==> src/rtl/alu_defs.sv <==
// Shared definitions for the ALU sequencer: FSM state codes and the ALU opcode map.
package alu_defs;

    localparam int NB_STATE = 3;

    typedef enum logic [NB_STATE-1:0] {
        ST_WAIT_A  = 3'd0,
        ST_WAIT_B  = 3'd1,
        ST_WAIT_OP = 3'd2,
        ST_EXEC    = 3'd3,
        ST_DONE    = 3'd4
    } state_t;

    // Opcode values understood by the downstream ALU (funct-style encoding).
    localparam logic [5:0] OP_ADD = 6'b100000;
    localparam logic [5:0] OP_SUB = 6'b100010;
    localparam logic [5:0] OP_AND = 6'b100100;
    localparam logic [5:0] OP_OR  = 6'b100101;
    localparam logic [5:0] OP_XOR = 6'b100110;
    localparam logic [5:0] OP_NOR = 6'b100111;
    localparam logic [5:0] OP_SRA = 6'b000011;
    localparam logic [5:0] OP_SRL = 6'b000010;

endpackage

==> src/rtl/btn_edge.sv <==
// Two-flop rising-edge detector for a level push-button.
// History resets to 1 so a button already held when reset drops never produces an edge.
module btn_edge (
    input  logic clock,
    input  logic reset,
    input  logic i_btn,
    output logic o_edge
);

    logic r_q1;
    logic r_q2;

    always_ff @(posedge clock) begin
        if (reset) begin
            r_q1 <= 1'b1;
            r_q2 <= 1'b1;
        end else begin
            r_q1 <= i_btn;
            r_q2 <= r_q1;
        end
    end

    assign o_edge = r_q1 & ~r_q2;

endmodule

==> src/rtl/alu_op_sequencer.sv <==
// Loads A, B and opcode from the switch bus in fixed order, waits ALU_LATENCY cycles,
// then captures the ALU result and pulses o_valid.
module alu_op_sequencer
    import alu_defs::*;
#(
    parameter int NB_DATA     = 6,
    parameter int NB_OP       = 6,
    parameter int ALU_LATENCY = 1
) (
    input  logic               clock,
    input  logic               reset,
    input  logic [NB_DATA-1:0] i_sw,
    input  logic               i_btn_a,
    input  logic               i_btn_b,
    input  logic               i_btn_op,
    input  logic [NB_DATA-1:0] i_alu_result,
    output logic [NB_DATA-1:0] o_A,
    output logic [NB_DATA-1:0] o_B,
    output logic [NB_OP-1:0]   o_OP,
    output logic [NB_DATA-1:0] o_result,
    output logic               o_valid,
    output logic               o_busy,
    output logic               o_seq_err,
    output logic [2:0]         o_state
);

    localparam int                NB_CNT   = $clog2(ALU_LATENCY + 1);
    localparam logic [NB_CNT-1:0] CNT_LAST = NB_CNT'(ALU_LATENCY - 1);

    // Bit order: [0]=A, [1]=B, [2]=OP
    logic [2:0]        w_edge;
    logic              w_exp_edge;
    state_t            r_state;
    logic [NB_CNT-1:0] r_cnt;

    btn_edge u_edge [2:0] (
        .clock  (clock),
        .reset  (reset),
        .i_btn  ({i_btn_op, i_btn_b, i_btn_a}),
        .o_edge (w_edge)
    );

    // The edge this state is waiting for; EXEC waits for none, so any edge there is an error.
    always_comb begin
        w_exp_edge = 1'b0;
        case (r_state)
            ST_WAIT_A, ST_DONE: w_exp_edge = w_edge[0];
            ST_WAIT_B:          w_exp_edge = w_edge[1];
            ST_WAIT_OP:         w_exp_edge = w_edge[2];
            default:            w_exp_edge = 1'b0;
        endcase
    end

    always_ff @(posedge clock) begin
        if (reset) begin
            r_state   <= ST_WAIT_A;
            r_cnt     <= '0;
            o_A       <= '0;
            o_B       <= '0;
            o_OP      <= '0;
            o_result  <= '0;
            o_valid   <= 1'b0;
            o_busy    <= 1'b0;
            o_seq_err <= 1'b0;
        end else begin
            o_valid   <= 1'b0;
            o_seq_err <= (|w_edge) & ~w_exp_edge;
            case (r_state)
                ST_WAIT_A, ST_DONE: begin
                    if (w_edge[0]) begin
                        o_A     <= i_sw;
                        r_state <= ST_WAIT_B;
                    end
                end
                ST_WAIT_B: begin
                    if (w_edge[1]) begin
                        o_B     <= i_sw;
                        r_state <= ST_WAIT_OP;
                    end
                end
                ST_WAIT_OP: begin
                    if (w_edge[2]) begin
                        o_OP    <= i_sw[NB_OP-1:0];
                        r_cnt   <= '0;
                        o_busy  <= 1'b1;
                        r_state <= ST_EXEC;
                    end
                end
                ST_EXEC: begin
                    if (r_cnt == CNT_LAST) begin
                        o_result <= i_alu_result;
                        o_valid  <= 1'b1;
                        o_busy   <= 1'b0;
                        r_state  <= ST_DONE;
                    end else begin
                        r_cnt <= r_cnt + 1'b1;
                    end
                end
                default: r_state <= ST_WAIT_A;
            endcase
        end
    end

    assign o_state = r_state;

endmodule

==> config.mk <==
export PLATFORM = sky130hd
export DESIGN_NAME = alu_op_sequencer
export DESIGN_NICKNAME = d
export VERILOG_FILES = /design/src/rtl/alu_defs.sv /design/src/rtl/btn_edge.sv /design/src/rtl/alu_op_sequencer.sv
export SDC_FILE = /design/constraint.sdc
export NUM_CORES = 1
export LEC_CHECK = 0
export BUFFER_PORTS_ARGS = -buffer_cell sky130_fd_sc_hd__buf_2
export CAP_MARGIN = 20
export CELL_PAD_IN_SITES_DETAIL_PLACEMENT = 1
export CELL_PAD_IN_SITES_GLOBAL_PLACEMENT = 1
export CORE_AREA = 4 4 68 70
export CTS_CLUSTER_SIZE = 25
export DETAILED_ROUTE_END_ITERATION = 12
export DIE_AREA = 0 0 72 74
export HOLD_SLACK_MARGIN = 0.06
export PLACE_DENSITY = 0.71
export RECOVER_POWER = 25
export SLEW_MARGIN = 5
export SYNTH_ARGS = -nofsm -noshare
export SYNTH_HDL_FRONTEND = slang
export SYNTH_HIERARCHICAL = 1
export SYNTH_SLANG_ARGS = --single-unit
==> constraint.sdc <==
create_clock -name clock -period 1.3 [get_ports clock]
set_clock_uncertainty 0.1 [all_clocks]
set_input_delay 0.195 -clock clock [delete_from_list [all_inputs] [get_ports clock]]
set_output_delay 0.195 -clock clock [all_outputs]
set_load 0.1 [all_outputs]
==> results of run 1 <==
## state kept, by name, summed over array words and instances (netlist names)
name	count
o_result	6
o_seq_err	1
u_edge/r_q2	3
o_A	6
o_OP	6
o_valid	1
o_busy	1
u_edge/r_q1	3
o_state	3
o_B	6
## how the worst min path moves through the flow
stage	startpoint	endpoint	depth (start not counted)
global route	i_sw[0]	o_OP[0]	3
floorplan	i_btn_a	u_edge[0]/r_q1	1
global placement	i_btn_op	u_edge[2]/r_q1	2
finish	i_alu_result[0]	o_result[0]	3
CTS	i_alu_result[0]	o_result[0]	3
detailed placement	i_btn_a	u_edge[0]/r_q1	2
## power by group through the flow
stage               logic, mW  registers, mW  clock network [mW]
floorplan              0.0477           1.23                   0
global placement        0.212           1.16                   0
detailed placement      0.218           1.16                   0
CTS                     0.246           1.14               0.825
global route            0.276           1.14               0.877
finish                  0.263           1.14               0.800
## cells by family (layout without fill, tap and decap cells)
| family | count (synthesis) | after routing | share of synthesized area |
|---|---|---|---|
| simple gates | 48 | 48 | 0.1942 |
| flops | 36 | 36 | 0.5737 |
| mux | 25 | 25 | 0.1992 |
| buf+inv | 7 | 81 | 0.02490 |
| compound gates | 2 | 2 | 0.007968 |
## final cells by class
class                   count  area (sq um)
flip-flops and latches     36         750.7
clock buffers               8         90.09
multi-input cells          75         604.3
well taps                  50         62.56
fillers                   416          1530
repair buffers             73         933.4
## worst register-to-register path, cell delays in order (launching register included)
cell,delay (ns)
dfxtp_4,0.40
nor4bb_4,0.40
buf_6,0.20
mux2i_2,0.24
nor2_1,0.06
## layout by cell type (no fill, tap or decap)
cell type | Yosys | final
buf_12 | 0 | 30
nor2_1 | 28 | 28
mux2i_1 | 25 | 20
dfxtp_1 | 36 | 18
buf_2 | 4 | 16
dfxtp_2 | 0 | 15
buf_4 | 0 | 12
buf_6 | 0 | 10
clkbuf_8 | 0 | 6
or2_1 | 6 | 6
dlygate4sd3_1 | 0 | 5
mux2i_2 | 0 | 4
dfxtp_4 | 0 | 3
nor2b_4 | 0 | 3
nor3_1 | 3 | 2
nor4bb_4 | 0 | 2
clkbuf_1 | 3 | 2
nor3b_2 | 0 | 1
nor2b_1 | 4 | 1
nor4b_2 | 0 | 1
nor3_2 | 0 | 1
nand3b_1 | 1 | 1
mux2i_4 | 0 | 1
a21oi_2 | 0 | 1
or4_1 | 1 | 1
or4b_2 | 1 | 1
a21oi_1 | 2 | 1
## layer usage
layer / share of wire / wire (microns) / global-route usage / up-vias
met5: 0 / 0 / 0 / -
met2: 0.55 / 2601 / 0.3286 / 33
met4: 0.027 / 127 / 0.06681 / 0
li1: - / - / - / 536
met3: 0.051 / 238 / 0.05270 / 10
met1: 0.37 / 1744 / 0.1656 / 574
## what timing repair did
| item | CTS | global route |
|---|---|---|
| buffers inserted | 6 | 5 |
| endpoints found under the setup margin | 28 | 31 |
| hold endpoints to repair | 5 | 0 |
| hold buffers | 5 | 0 |
| resized for setup | 16 | 14 |
| pin swaps | 5 | 7 |
## synthesized netlist by cell type
cell / n
or2_1: 6
a21oi_1: 2
nor4b_1: 1
or4b_2: 1
mux2i_1: 25
nor3_1: 3
or4_1: 1
nand3b_1: 1
nor2b_1: 4
nor4bb_1: 2
buf_2: 4
clkbuf_1: 3
nor3b_1: 1
dfxtp_1: 36
nor2_1: 28
==> flow_metrics.tcl, run 1 <==
set metrics [dict create \
    yosys_warnings 6 \
    final_antenna_net_count 0 \
    drive_above_1_share 0.5573 \
    viasPerCell 4.764 \
    cap_violations 0 \
    crit_cells 4 \
    antenna_cells 0 \
    grtUsageTotal 0.1687 \
    tightestPinTransition_ns 0.3419 \
    failed_checks "setup timing" \
    finalNetCount 208 \
    synth_top_area_frac 0.5737 \
    grt_first_pass_wirelength_microns 6651 \
    pwr-share-seq 0.518 \
    internal_power_mw 1.665 \
    final_core_util 0.6147 \
    final_cells 242 \
    worstPathRequired_ns 1.36 \
    portBuffers 46 \
    clk_latency_ns 0.28 \
    grt_max_degree 36 \
    cts_buffer_depth 2 \
    finalHoldViolCount 0 \
    timing.final.ws_setup_ns -0.2174 \
    r2r_start "o_state[0]" \
    pre_cts_ws_ns -0.3192 \
    cts_tree "yes" \
    clkSinkCount 36 \
    io_pins 47 \
    cts_root_buf "clkbuf_8" \
    drv_slew 0 \
    finalPower_mw 2.203 \
    drc 0 \
    route.final.wire_length_microns 4712 \
    crit_chain "nor4bb_4 > buf_6 > mux2i_2 > nor2_1" \
    grt_overflow 0 \
    power.leakage_nw 0.9913 \
    crit_type "reg -> reg" \
    grt_pass1_vias 1240 \
    yosysTopAreaCell "dfxtp_1" \
    p_sw_frac 0.2442 \
    fin_hold_ws_ns 0.06066 \
    area_growth_pct 94.32 \
    synth.area.top_cells "dfxtp_1 57%, mux2i_1 20%, nor2_1 8.4%, or2_1 3.0%, nor2b_1 2.0%" \
    dpl.hpwl_microns 2695 \
    die_w_microns 72 \
    antenna_found_initial 0 \
    vias 1153 \
    placed_cell_area_sq_um 2096 \
    crit_start "o_state[0]" \
    wire_per_inst_microns 19.47 \
    critPathTopFamily "simple AND/OR/NAND/NOR gates" \
    ys_types 15 \
    cp-end-kind "flip-flop" \
    synthesis.area_sq_um 1256 \
    synthCells 118 \
    clkPwrFrac 0.363 \
    setup_viol 30 \
    p_sw_uw 538.0 \
    finalInstanceArea_sq_um 2441 \
    die_y_microns 74 \
    synth_nets 135 \
    slowest_stage "dfxtp_4" \
    cts.clk_slew.worst_paths_ns 0.07 \
    synth_area_per_cell_sq_um 10.65 \
    fin_tns_setup_ns -4.386 \
    rows 23 \
    critPathMaxStageDelay_ns 0.40 \
    die_area_sq_um 5328 \
    dp.cells 218 \
    critPathMaxFanout 6 \
    start_util 0.3163 \
    max_slew_margin 0.7720 \
    fmaxAchievable_mhz 659.0 \
    worstPathArrival_ns 1.58 \
    core_sq_um 3971 \
    htree_levels 2 \
    critPathLaunchType "flip-flop" \
    drtIter0Drc 50 \
    rsz0062_at_grt "true" \
    p_per_area_nw_per_um2 902.4 \
    worstRegToRegCells 4 \
    crit_buf_inv 1 \
    min_path_type "in -> reg" \
    status "finished with violations" \
    worst-r2r-setup-slack_ns -0.22 \
    max-vdd-ir-drop_v 0.0007127 \
    finalCriticalPeriod_ns 1.517 \
    cts_buffers 5 \
    synth-seq-cells 36 \
    gp_congestion 0.6906 \
    rr_endpoint "o_B[2]" \
    crit_path_end "o_B[2]" \
    synth-seq-area-share 0.5737 \
    finalCritPeriodShare 1.167 \
    drt_pass1_iterations 3 \
    p_comb_frac 0.119 \
]
Note: power is estimated with default switching activity, not from simulation.
==> run 2: changes to the inputs <==
--- a/config.mk
+++ b/config.mk
@@ -5,16 +5,17 @@
 export SDC_FILE = /design/constraint.sdc
 export NUM_CORES = 1
 export LEC_CHECK = 0
-export BUFFER_PORTS_ARGS = -buffer_cell sky130_fd_sc_hd__buf_2
+export ABC_CLOCK_PERIOD_IN_PS = 1300
 export CAP_MARGIN = 20
 export CELL_PAD_IN_SITES_DETAIL_PLACEMENT = 1
 export CELL_PAD_IN_SITES_GLOBAL_PLACEMENT = 1
-export CORE_AREA = 4 4 68 70
+export CORE_AREA = 4 4 62 64
 export CTS_CLUSTER_SIZE = 25
 export DETAILED_ROUTE_END_ITERATION = 12
-export DIE_AREA = 0 0 72 74
+export DIE_AREA = 0 0 66 68
+export DONT_BUFFER_PORTS = 1
 export HOLD_SLACK_MARGIN = 0.06
-export PLACE_DENSITY = 0.71
+export PLACE_DENSITY = 0.67
 export RECOVER_POWER = 25
 export SLEW_MARGIN = 5
 export SYNTH_ARGS = -nofsm -noshare
==> run 2 against run 1 <==
Compared with the run above:
- the run ends with hold timing, setup timing left
- fmax increased by 3.3%
- first-iteration DRC count fell by 76%
- final cell count is 13% lower
- via count is 13% lower
- critical path depth fell by 1
- sequential share of layout area is 6.3 points higher
- cell area is 17% lower
- largest cell class is now flip-flops and latches
==> flow_metrics.tcl, run 2 (same netlist as run 1, synthesis figures left out) <==
set metrics [dict create \
    status "finished with violations" \
    failed_checks "hold timing, setup timing" \
    io_pins 47 \
    fin_hold_ws_ns -0.1876 \
    fillers 335 \
    final_cells 210 \
    drt_pass1_iterations 2 \
    vias 1003 \
    power.leakage_nw 0.8266 \
    worstPathRequired_ns 1.47 \
    cts.clk_slew.worst_paths_ns 0.10 \
    tightestPinTransition_ns 0.2869 \
    fmaxAchievable_mhz 680.8 \
    critPathLaunchType "flip-flop" \
    finalInstanceArea_sq_um 2034 \
    cts_buffers 5 \
    finalPower_mw 1.865 \
    ctsHoldBuffers 5 \
    max_slew_margin 0.8061 \
    cts_tree "yes" \
    drtIter0Drc 12 \
    cts_buffer_depth 2 \
    finalNetCount 180 \
    die_area_sq_um 4488 \
    rr_endpoint "o_state[2]" \
    gp_congestion 0.6720 \
    clk_latency_ns 0.33 \
    hold_start "reset" \
    placed_cell_area_sq_um 1803 \
    worstRegToRegCells 3 \
    rows 21 \
    min_path_type "in -> reg" \
    area_growth_pct 61.95 \
    worst-r2r-setup-slack_ns -0.17 \
    start_util 0.3825 \
    portBuffers 0 \
    antenna_found_initial 0 \
    p_per_area_nw_per_um2 916.5 \
    final_antenna_net_count 0 \
    r2r_start "o_state[0]" \
    dp.cells 197 \
    timing.final.ws_setup_ns -0.1689 \
    die_w_microns 66 \
    final_cell_mix "28 x nor2_1, 23 x mux2i_1, 18 x dfxtp_2" \
    drive_above_1_share 0.4756 \
    viasPerCell 4.776 \
    drc 0 \
    grtUsageTotal 0.1671 \
    worstHoldEndpoint "o_A[4]" \
    cap_violations 0 \
    grt_first_pass_wirelength_microns 5409 \
    crit_type "reg -> reg" \
    grt_pass1_vias 1115 \
    htree_levels 2 \
    min_path_cells 1 \
    finalHoldViolCount 36 \
    pre_cts_ws_ns -0.3037 \
    final_common_cell "nor2_1" \
    drv_slew 0 \
    wire_per_inst_microns 16.06 \
    critPathMaxFanout 4 \
    rsz0062_at_grt "true" \
    setup_viol 31 \
    finalCritPeriodShare 1.130 \
    die_y_microns 68 \
    worstPathArrival_ns 1.64 \
    route.final.wire_length_microns 3372 \
    clkSinkCount 36 \
    grt_overflow 0 \
    cts_root_buf "clkbuf_4" \
    core_sq_um 3284 \
    dpl.hpwl_microns 2341 \
    max-vdd-ir-drop_v 0.0005612 \
    cp-end-kind "flip-flop" \
    grt_max_degree 37 \
    finalCriticalPeriod_ns 1.469 \
    antenna_cells 0 \
]
## run 2: changes by cell type in the layout (fill, tap and decap cells not counted), moves of 2 or more
| cell | previous run | this run |
|---|---|---|
| buf_6 | 10 | 12 |
| clkbuf_8 | 6 | 0 |
| dfxtp_2 | 15 | 18 |
| buf_2 | 16 | 0 |
| buf_12 | 30 | 17 |
| clkbuf_4 | 0 | 5 |
| mux2i_1 | 20 | 23 |
| dlygate4sd3_1 | 5 | 3 |
| mux2i_2 | 4 | 2 |
| dfxtp_1 | 18 | 15 |
## run 2: worst max-delay path by stage
stage	from	endpoint	slack [ns]	cells after the start
3_3_place_gp	u_edge[1]/r_q1	o_B[0]	-0.16	5
6_report	o_state[0]	o_state[2]	-0.17	3
2_1_floorplan	o_state[0]	o_seq_err	-0.23	4
3_5_place_dp	u_edge[1]/r_q1	o_B[5]	-0.30	5
4_1_cts	o_state[0]	o_B[5]	-0.13	4
5_1_grt	o_state[1]	o_OP[1]	-0.23	4
## run 2: final cells by class
class	count	area, sq um	area share
Clock buffer	7	45.04	0.02214
Clock inverter	1	3.754	0.001845
Multi-Input combinational cell	75	570.5	0.2804
Sequential cell	36	754.5	0.3708
Tap cell	46	57.56	0.02829
Timing Repair Buffer	45	603.1	0.2964
## run 2: repair_timing
action | CTS | global route
gates resized for setup | 23 | 14
pin swaps | 5 | 1
buffers inserted | 1 | 1
hold endpoints to repair | 36 | 36
endpoints found under the setup margin | 27 | 40
## run 2: power by group
group          internal, mW  leakage, nW  switching, mW
Sequential             1.12        0.301         0.0145
Combinational        0.0721        0.499          0.106
Clock                 0.208       0.0269          0.346
Total                  1.40        0.827          0.466
## run 2: per-layer routing
layer	share of wire	routed length, microns	vias up	track usage
met4	0.015	49	0	0.07107
met3	0.065	219	5	0.07225
li1	-	-	484	-
met1	0.36	1224	484	0.1616
met5	0	0	-	0
met2	0.56	1878	30	0.3104
## run 2: stage by stage
stage               setup TNS (ns)    util
floorplan                   -2.097       -
global placement            -2.507  0.5490
detailed placement          -4.109  0.5490
CTS                         -2.023  0.6095
global route                -4.870  0.6194
finish                      -2.398  0.6194
## run 2: critical path: stages (launching register included)
cell and delay (ns):
dfxtp_4 0.38, buf_6 0.12, or4b_2 0.67, a21oi_2 0.14
